===== src/rtl/dma_steal_arb_pkg.sv =====
// Shared types for the DMA cycle-steal arbiter: FSM states, requester codes
// and the round-robin winner selection.
package dma_steal_arb_pkg;

  typedef enum logic [1:0] {
    ST_IDLE = 2'd0,
    ST_REQ  = 2'd1,
    ST_XFER = 2'd2,
    ST_ACK  = 2'd3
  } arb_state_t;

  typedef enum logic {
    SEL_IDMA = 1'b0,
    SEL_BDMA = 1'b1
  } dma_sel_t;

  // Wide enough for a deferral limit of up to 15 cycles.
  localparam int DEFER_W = 4;

  // A lone requester always wins; on a tie the one not served last wins.
  function automatic dma_sel_t rr_pick(input logic ds, input logic bs,
                                       input dma_sel_t last);
    if (ds && bs) return (last == SEL_BDMA) ? SEL_IDMA : SEL_BDMA;
    else if (ds)  return SEL_IDMA;
    else          return SEL_BDMA;
  endfunction

endpackage


===== src/rtl/dma_wait_cnt.sv =====
// Loadable down-counter with a zero flag; holds at zero instead of wrapping.
module dma_wait_cnt #(
  parameter int W = 3
) (
  input  logic         clk,
  input  logic         rst_n,
  input  logic         i_load,
  input  logic         i_dec,
  input  logic [W-1:0] i_load_val,
  output logic         o_zero
);

  logic [W-1:0] r_count;

  // NOTE: sequential state uses non-blocking assignments so every flop
  // samples the pre-edge values regardless of statement order.
  always_ff @(posedge clk or negedge rst_n) begin
    if (!rst_n) begin
      r_count <= '0;
    end else if (i_load) begin
      r_count <= i_load_val;
    end else if (i_dec && (r_count != '0)) begin
      r_count <= r_count - 1'b1;
    end
  end

  assign o_zero = (r_count == '0);

endmodule


===== src/rtl/dma_steal_arb.sv =====
// Cycle-steal arbiter between IDMA and BDMA: requests a stolen slot from the
// core sequencer, grants one requester, and returns a one-cycle acknowledge.
module dma_steal_arb
  import dma_steal_arb_pkg::*;
#(
  parameter int MAX_DEFER = 8,
  parameter int WCNT_W    = 3
) (
  input  logic              DSPCLK,
  input  logic              T_RSTn,
  input  logic              DSreq,
  input  logic              BSreq,
  input  logic [WCNT_W-1:0] BDMA_wait,
  input  logic              STEAL_ok,
  input  logic              STBY,
  output logic              STEAL,
  output logic              STEAL_hard,
  output logic              DSreqx,
  output logic              BSreqx,
  output logic              DSack,
  output logic              BSack,
  output logic              arb_busy
);

  arb_state_t         r_state;
  dma_sel_t           r_sel;
  dma_sel_t           r_last_grant;
  logic [DEFER_W-1:0] r_defer_cnt;

  logic              w_ok;
  logic              w_load;
  logic              w_wcnt_zero;
  logic [WCNT_W-1:0] w_load_val;

  assign w_ok       = STEAL_ok | STBY;
  assign w_load     = (r_state == ST_REQ) && w_ok;
  assign w_load_val = (r_sel == SEL_BDMA) ? BDMA_wait : '0;

  dma_wait_cnt #(.W(WCNT_W)) u_wait_cnt (
    .clk        (DSPCLK),
    .rst_n      (T_RSTn),
    .i_load     (w_load),
    .i_dec      (r_state == ST_XFER),
    .i_load_val (w_load_val),
    .o_zero     (w_wcnt_zero)
  );

  // Reset leaves last_grant at BDMA so IDMA wins the first tie.
  always_ff @(posedge DSPCLK or negedge T_RSTn) begin
    if (!T_RSTn) begin
      r_state      <= ST_IDLE;
      r_sel        <= SEL_IDMA;
      r_last_grant <= SEL_BDMA;
      r_defer_cnt  <= '0;
    end else begin
      case (r_state)
        ST_IDLE: begin
          if (DSreq || BSreq) begin
            r_sel   <= rr_pick(DSreq, BSreq, r_last_grant);
            r_state <= ST_REQ;
          end
        end
        ST_REQ: begin
          if (w_ok) begin
            r_defer_cnt <= '0;
            r_state     <= ST_XFER;
          end else if (r_defer_cnt != DEFER_W'(MAX_DEFER)) begin
            r_defer_cnt <= r_defer_cnt + 1'b1;
          end
        end
        ST_XFER: begin
          if (w_wcnt_zero) r_state <= ST_ACK;
        end
        ST_ACK: begin
          // Requests are ignored here; the IDMA drops DSreq late off DSack.
          r_last_grant <= r_sel;
          r_state      <= ST_IDLE;
        end
        default: r_state <= ST_IDLE;
      endcase
    end
  end

  // Outputs decode straight from the state/sel flops, so they are glitch-free
  // and clear the instant reset is asserted.
  assign STEAL      = (r_state == ST_REQ) || (r_state == ST_XFER);
  assign STEAL_hard = (r_state == ST_REQ) && (r_defer_cnt == DEFER_W'(MAX_DEFER));
  assign DSreqx     = ((r_state == ST_XFER) || (r_state == ST_ACK)) && (r_sel == SEL_IDMA);
  assign BSreqx     = ((r_state == ST_XFER) || (r_state == ST_ACK)) && (r_sel == SEL_BDMA);
  assign DSack      = (r_state == ST_ACK) && (r_sel == SEL_IDMA);
  assign BSack      = (r_state == ST_ACK) && (r_sel == SEL_BDMA);
  assign arb_busy   = (r_state != ST_IDLE);

endmodule


===== config.mk =====
export PLATFORM = sky130hd
export DESIGN_NAME = dma_steal_arb
export DESIGN_NICKNAME = d
export VERILOG_FILES = /design/src/rtl/dma_steal_arb_pkg.sv /design/src/rtl/dma_wait_cnt.sv /design/src/rtl/dma_steal_arb.sv
export SDC_FILE = /design/constraint.sdc
export NUM_CORES = 1
export LEC_CHECK = 0
export CORE_MARGIN = 1.5
export CORE_UTILIZATION = 40
export DETAILED_ROUTE_END_ITERATION = 7
export HOLD_SLACK_MARGIN = 0.08
export PLACE_DENSITY = 0.62
export SLEW_MARGIN = 10
export SYNTH_ARGS = -nofsm -noshare
export SYNTH_HDL_FRONTEND = slang
export SYNTH_HIERARCHICAL = 1
export SYNTH_SLANG_ARGS = --single-unit

===== constraint.sdc =====
create_clock -name DSPCLK -period 4.9 [get_ports DSPCLK]
set_input_delay 0.49 -clock DSPCLK [delete_from_list [all_inputs] [get_ports DSPCLK]]
set_output_delay 0.49 -clock DSPCLK [all_outputs]
set_load 0.005 [all_outputs]

* Word-level counts from Yosys, hierarchy flattened
Cells that the tools add are included.
** Storage, ports and cells
- Bits in registers :: 11
- Input bits :: 9
- Word-level logic and storage cells :: 49
** Cells by class
- Reductions and logical operators :: 20
- $add $sub $neg :: 2
- Eq/ne operators :: 8
- Bitwise logic cells :: 2
- Mux-type cells :: 12
** Operators by type and width (count)
- 3-bit 2-to-1 mux :: 3
- 1-bit logical AND :: 8
- 4-bit 2-to-1 mux :: 2
- 2-bit one-hot mux with 4 select lines :: 1
- 2-bit 2-to-1 mux :: 3
- 2-bit != test (second input constant) :: 3
- 2-bit nonzero test :: 3
- 4-bit by 1-bit adder with 4-bit output (second input constant) :: 1
- 2-bit equality test (second input constant) :: 2
- 4-bit equality test (second input constant) :: 1
- 4-bit != test (second input constant) :: 1
- 2-bit AND reduction :: 2
- 3-bit zero test :: 1
- 1-bit logical OR :: 3
- 1-bit 2-to-1 mux :: 3
- 3-bit AND reduction :: 1
- 3-bit nonzero test :: 1
- 3-bit by 1-bit subtractor with 3-bit output (second input constant) :: 1
- 2-bit by 1-bit equality test with 1-bit output (second input constant) :: 1
- 2-bit zero test :: 1
- 1-bit inverter :: 1
- 1-bit OR :: 1

* Logic depth before layout (Yosys ltp)
- Depth in word-level cells :: 4
- Mapped depth :: 7
- Gate-level depth less buffers :: 6

* Modules after synthesis
The synthesis kept the hierarchy.
** By module, submodules not included
- dma_steal_arb :: area an instance 533.0 um^2, cells an instance 53, sequential area each 201.4 um^2, times used 1
- dma_wait_cnt :: area an instance 207.7 um^2, cells an instance 19, sequential area each 75.1 um^2, times used 1

* Worst setup path after synthesis
OpenSTA, ideal clock, no wires.
- Kind :: register to register
- Start :: register r_state[1]
- End :: register u_wait_cnt.r_count[0]
- Path buffers :: 1
- Setup slack :: 3331 ps
- Period minus slack after synthesis :: 1569 ps
- Setup time :: 126 ps
- Arrival time :: 1443 ps
- Stages on the path, launching flop included :: 8
- Required time :: 4774 ps
- Cells stage by stage :: dfrtp_1 inv_1 ha_1 inv_1 nor2_1 buf_6 and2b_4 a221o_1
** Between the ends
- Cells in the longest elaborated chain, start to end :: 3
** RTL lines
- from (decl) :: line dma_steal_arb.sv:25 : arb_state_t r_state;
- from (signal assigned) :: line dma_steal_arb.sv:51 : r_state <= ST_IDLE;
- from (signal assigned) :: line dma_steal_arb.sv:60 : r_state <= ST_REQ;
- from (signal assigned) :: line dma_steal_arb.sv:66 : r_state <= ST_XFER;
- 2-bit by 1-bit equality test with 1-bit output (*) :: line dma_steal_arb.sv:36 : assign w_load = (r_state == ST_REQ) && w_ok;
- 1-bit logical AND (*) :: line dma_steal_arb.sv:36
- net w_load :: line dma_steal_arb.sv:31 : logic w_load;
- 3-bit 2-to-1 mux / 2-bit nonzero test (equally long branches)
- to (signal assigned) :: line dma_wait_cnt.sv:21 : r_count <= i_load_val;
- to (signal assigned) :: line dma_wait_cnt.sv:23 : r_count <= r_count - 1'b1;
- to (decl) :: line dma_wait_cnt.sv:13 : logic [W-1:0] r_count;
Mark *: on every way through the listed nets, which the timed path passes. The rest lies on a longest branch.
A chain may end at the register's enable or synchronous reset.

* Worst setup path after layout
- Start :: register r_defer_cnt[0]
- End :: output port STEAL_hard
** Between the ends
- Cells in the longest elaborated chain, start to end :: 2
** RTL lines
- from (decl) :: line dma_steal_arb.sv:28 : logic [DEFER_W-1:0] r_defer_cnt;
- from (signal assigned) :: line dma_steal_arb.sv:68 : r_defer_cnt <= r_defer_cnt + 1'b1;
- 4-bit equality test :: line dma_steal_arb.sv:87 : assign STEAL_hard = (r_state == ST_REQ) && (r_defer_cnt == DEFER_W'(MAX_DEFER));
- 1-bit logical AND :: line dma_steal_arb.sv:87
- to (decl) :: line dma_steal_arb.sv:17 : output logic STEAL_hard,
No other way between the ends.

==> run_results.csv <==
group,metric,value,unit
status,outcome,"complete, no violations",
yosys,synth_area,741,um2
yosys,synth_adder_area_share,13.5,%
global_route,grt_start_max_net_pins,12,
timing,worstMarginPinSlew,0.516,ns
timing,setup_viol,0,
yosys,netlist.area_leader.share,33.8,%
drt,ant_nets,0,
drt,detail_route.wl_per_cell,12.2,um
drt,num_vias,592,
critical_path,end_kind,"output port",
drt,drt_pass1_iterations,5,
run,drv_cap,0,
yosys,ys_types,27,
cts,cts.sinks,11,
power_and_ir_drop,leakagePower,0.000404,uW
cts,cts.repair.resized,0,
cells_and_area,nets,108,
power_and_ir_drop,power_frac_comb,56.6,%
power_and_ir_drop,clockPowerShare,11.8,%
drt,wl,1400,um
floorplan,start_util,42.9,%
yosys,synth-compound-area-share,16.6,%
hold_path,hold_path_depth,1,
drt,avgViaCountPerCell,5.15,
yosys,synth-edff-count,0,
critical_path,cp.required,4.41,ns
cts,clk_pin_slew,0.07,ns
place,hpwl,1030,um
cts,ctsHtreeMaxLevel,1,
global_route,grt_pass1_vias,555,
floorplan,num_rows,15,
hold_path,holdCritPathClass,"register to register",
critical_path,critPathLaunchType,"register",
power_and_ir_drop,p_seq_share,31.6,%
drt,drt_iter0_drc,9,
yosys,ys_warn_count,6,
critical_path,rrSetupSlack,2.98,ns
power_and_ir_drop,power_per_cell_area,572,mW/mm2
critical_path,path_class,"register to output port",
cells_and_area,fin_util,54.3,%
yosys,synth_seq_cells,11,
place,portBuffers,15,
global_route,overflow,0,
cts,cts_tree,"done",
timing,fin_crit,2.25,ns
cells_and_area,drive_gt1_share,12.2,%
yosys,synthMuxAreaShare,3.55,%
drt,drc,0,
cells_and_area,area_growth,26.5,%
power_and_ir_drop,ir_worst_vdd,386,uV
hold_path,hp-start,"r_defer_cnt[3]$_DFFE_PN0P_",
timing,min_period_over_period,45.9,%
yosys,synth_top_family_by_area,"simple AND/OR/NAND/NOR gates",
critical_path,r2r-end,"u_wait_cnt/r_count[0]$_DFFE_PN0P_",
timing,maxSlewHeadroom,65.5,%
place,gp_congestion,0.762,
hold_path,whs_endpoint,"r_defer_cnt[3]$_DFFE_PN0P_",
floorplan,core,0.00173,mm2
floorplan,die-width,46.0,um
timing,hold_viol_final,0,
cts,cts_hold_buf,0,
critical_path,reg2reg_from,"r_state[1]$_DFFE_PN0P_",
floorplan,dieHeight,46.0,um
cts,clock_path_buffers,2,
yosys,ys_top_cells_by_area,"dfrtp_1 (34%), ha_1 (14%), inv_1 (5.1%)",
yosys,syn_avg_cell_area,10.3,um2
floorplan,dieArea,0.00212,mm2
yosys,synthCells,72,
cells_and_area,n_antenna_cell,0,
critical_path,reg2regPathDepth,6,
cts,numCtsBuffers,3,
yosys,synth-async-reset-ratio,100,%
cells_and_area,fill_cells,175,
timing,rsz0062_at_grt,"false",
cts,root_buffer,"clkbuf_4",
timing,tns,0,ns
yosys,synthFlopType,"dfrtp_1",
yosys,synth_top_area_cell,"dfrtp_1",
place,post_dp_cell_area,911,um2
floorplan,io_pins,16,
timing,drv_slew,0,
yosys,yosys.area_share.simple,22.5,%
yosys,synth_xor_area_share,0,%
yosys,synth.top_cells.by_count,"dfrtp_1 (10), inv_1 (10), ha_1 (8)",
power_and_ir_drop,power.switching,193,uW
cts,post_cts_buffers,0,
timing,fmax,0.445,GHz
power_and_ir_drop,swShare,36.0,%
yosys,ys_seq_area_share,37.3,%
yosys,syn_nets,89,
global_route,grt_use_total,15.6,%
timing,clock_skew,0.00238,ns
cts,clk_latency,0.27,ns
global_route,antenna_found_initial,0,
critical_path,crit_fanout,5,
global_route,grt_pass1_wl,2350,um
cells_and_area,design_area,937,um2
power_and_ir_drop,internal_power,343,uW
critical_path,worst-endpoint-arrival,1.76,ns
cell type report:
cell class                 instances  area (um2)  share of cell area, %
tap                               25        31.3                   3.34
sequential                        11         277                   29.5
timing repair buffer              15         150                   16.0
clock buffer                       4        26.3                   2.80
multi-input combinational         50         415                   44.3
inverter                          10        37.5                   4.01
sequential cells by signal, summed over array words and instances (netlist names):
register and count:
r_sel 1, u_wait_cnt/r_count 3, r_defer_cnt 4, r_last_grant 1
r_state 2
per-stage QoR:
step                std cells  worst slack, ns  hold slack, ns  power [uW]
floorplan                  72             3.33           0.194         376
global placement          111             2.71           0.489         471
detailed placement        111             2.66           0.482         472
CTS                       115             2.66           0.490         544
global route              115             2.55           0.530         588
finish                    115             2.65           0.493         536
routing by layer:
layer  share of wire [%]  wire [um]  up-vias  global-route usage, %
met5                   0          0        -                      0
met4                0.86         12        0                   5.14
met1                  49        689      285                   20.2
li1                    -          -      294                      -
met3                 3.3         46        2                   6.35
met2                  47        652       11                   23.3
how the worst max path moves through the flow:
stage / startpoint / slack, ns / cells past startpoint / to
finish: r_defer_cnt[0]$_DFFE_PN0P_ / 2.65 / 5 / STEAL_hard
global route: r_defer_cnt[0]$_DFFE_PN0P_ / 2.55 / 5 / STEAL_hard
CTS: r_defer_cnt[0]$_DFFE_PN0P_ / 2.66 / 5 / STEAL_hard
detailed placement: STBY / 2.66 / 5 / u_wait_cnt/r_count[0]$_DFFE_PN0P_
global placement: STBY / 2.71 / 5 / u_wait_cnt/r_count[0]$_DFFE_PN0P_
floorplan: r_state[1]$_DFFE_PN0P_ / 3.33 / 7 / u_wait_cnt/r_count[0]$_DFFE_PN0P_
worst max-delay path: stages, from the launching register on:
cell and delay [ns]:
dfrtp_1 0.42, inv_1 0.09, ha_1 0.15, nand3b_1 0.18
nor2_1 0.13, clkdlybuf4s50_1 0.51
power groups by stage:
stage               clock network [uW]  logic, uW  registers (uW)
floorplan                            0        216             160
global placement                     0        299             172
detailed placement                   0        301             171
CTS                               67.3        307             170
global route                      70.9        341             176
finish                            63.0        303             169
placed cells by master, fill, tap and decap left out:
master and count:
o32a_2 1, clkdlybuf4s50_1 15, inv_1 10, nor2_1 5
a221oi_2 1, nor2b_1 3, nor3_1 1, mux2_2 1
o21ai_0 4, nor3b_4 1, nand2_1 2, dfrtp_1 10
ha_1 8, a32o_1 2, a311oi_1 1, nand2b_1 1
clkbuf_4 3, and2b_4 1, nand3b_1 1, clkbuf_1 1
nand3_1 2, mux2_4 1, o31ai_1 1, a221o_1 3
and2_1 5, dfstp_2 1, a21bo_2 1, nor4b_1 3
nand4_1 1
logic make-up (layout without fill, tap and decap cells):
kind of cell,count (synthesis),count (layout)
AO/OA/AOI/OAI,14,14
adder cells (fa/ha/maj),8,8
AND/OR/NAND/NOR,26,26
flip-flops,11,11
buffers and inverters,11,29
multiplexers,2,2
Note: power is estimated with default switching activity, not from simulation.
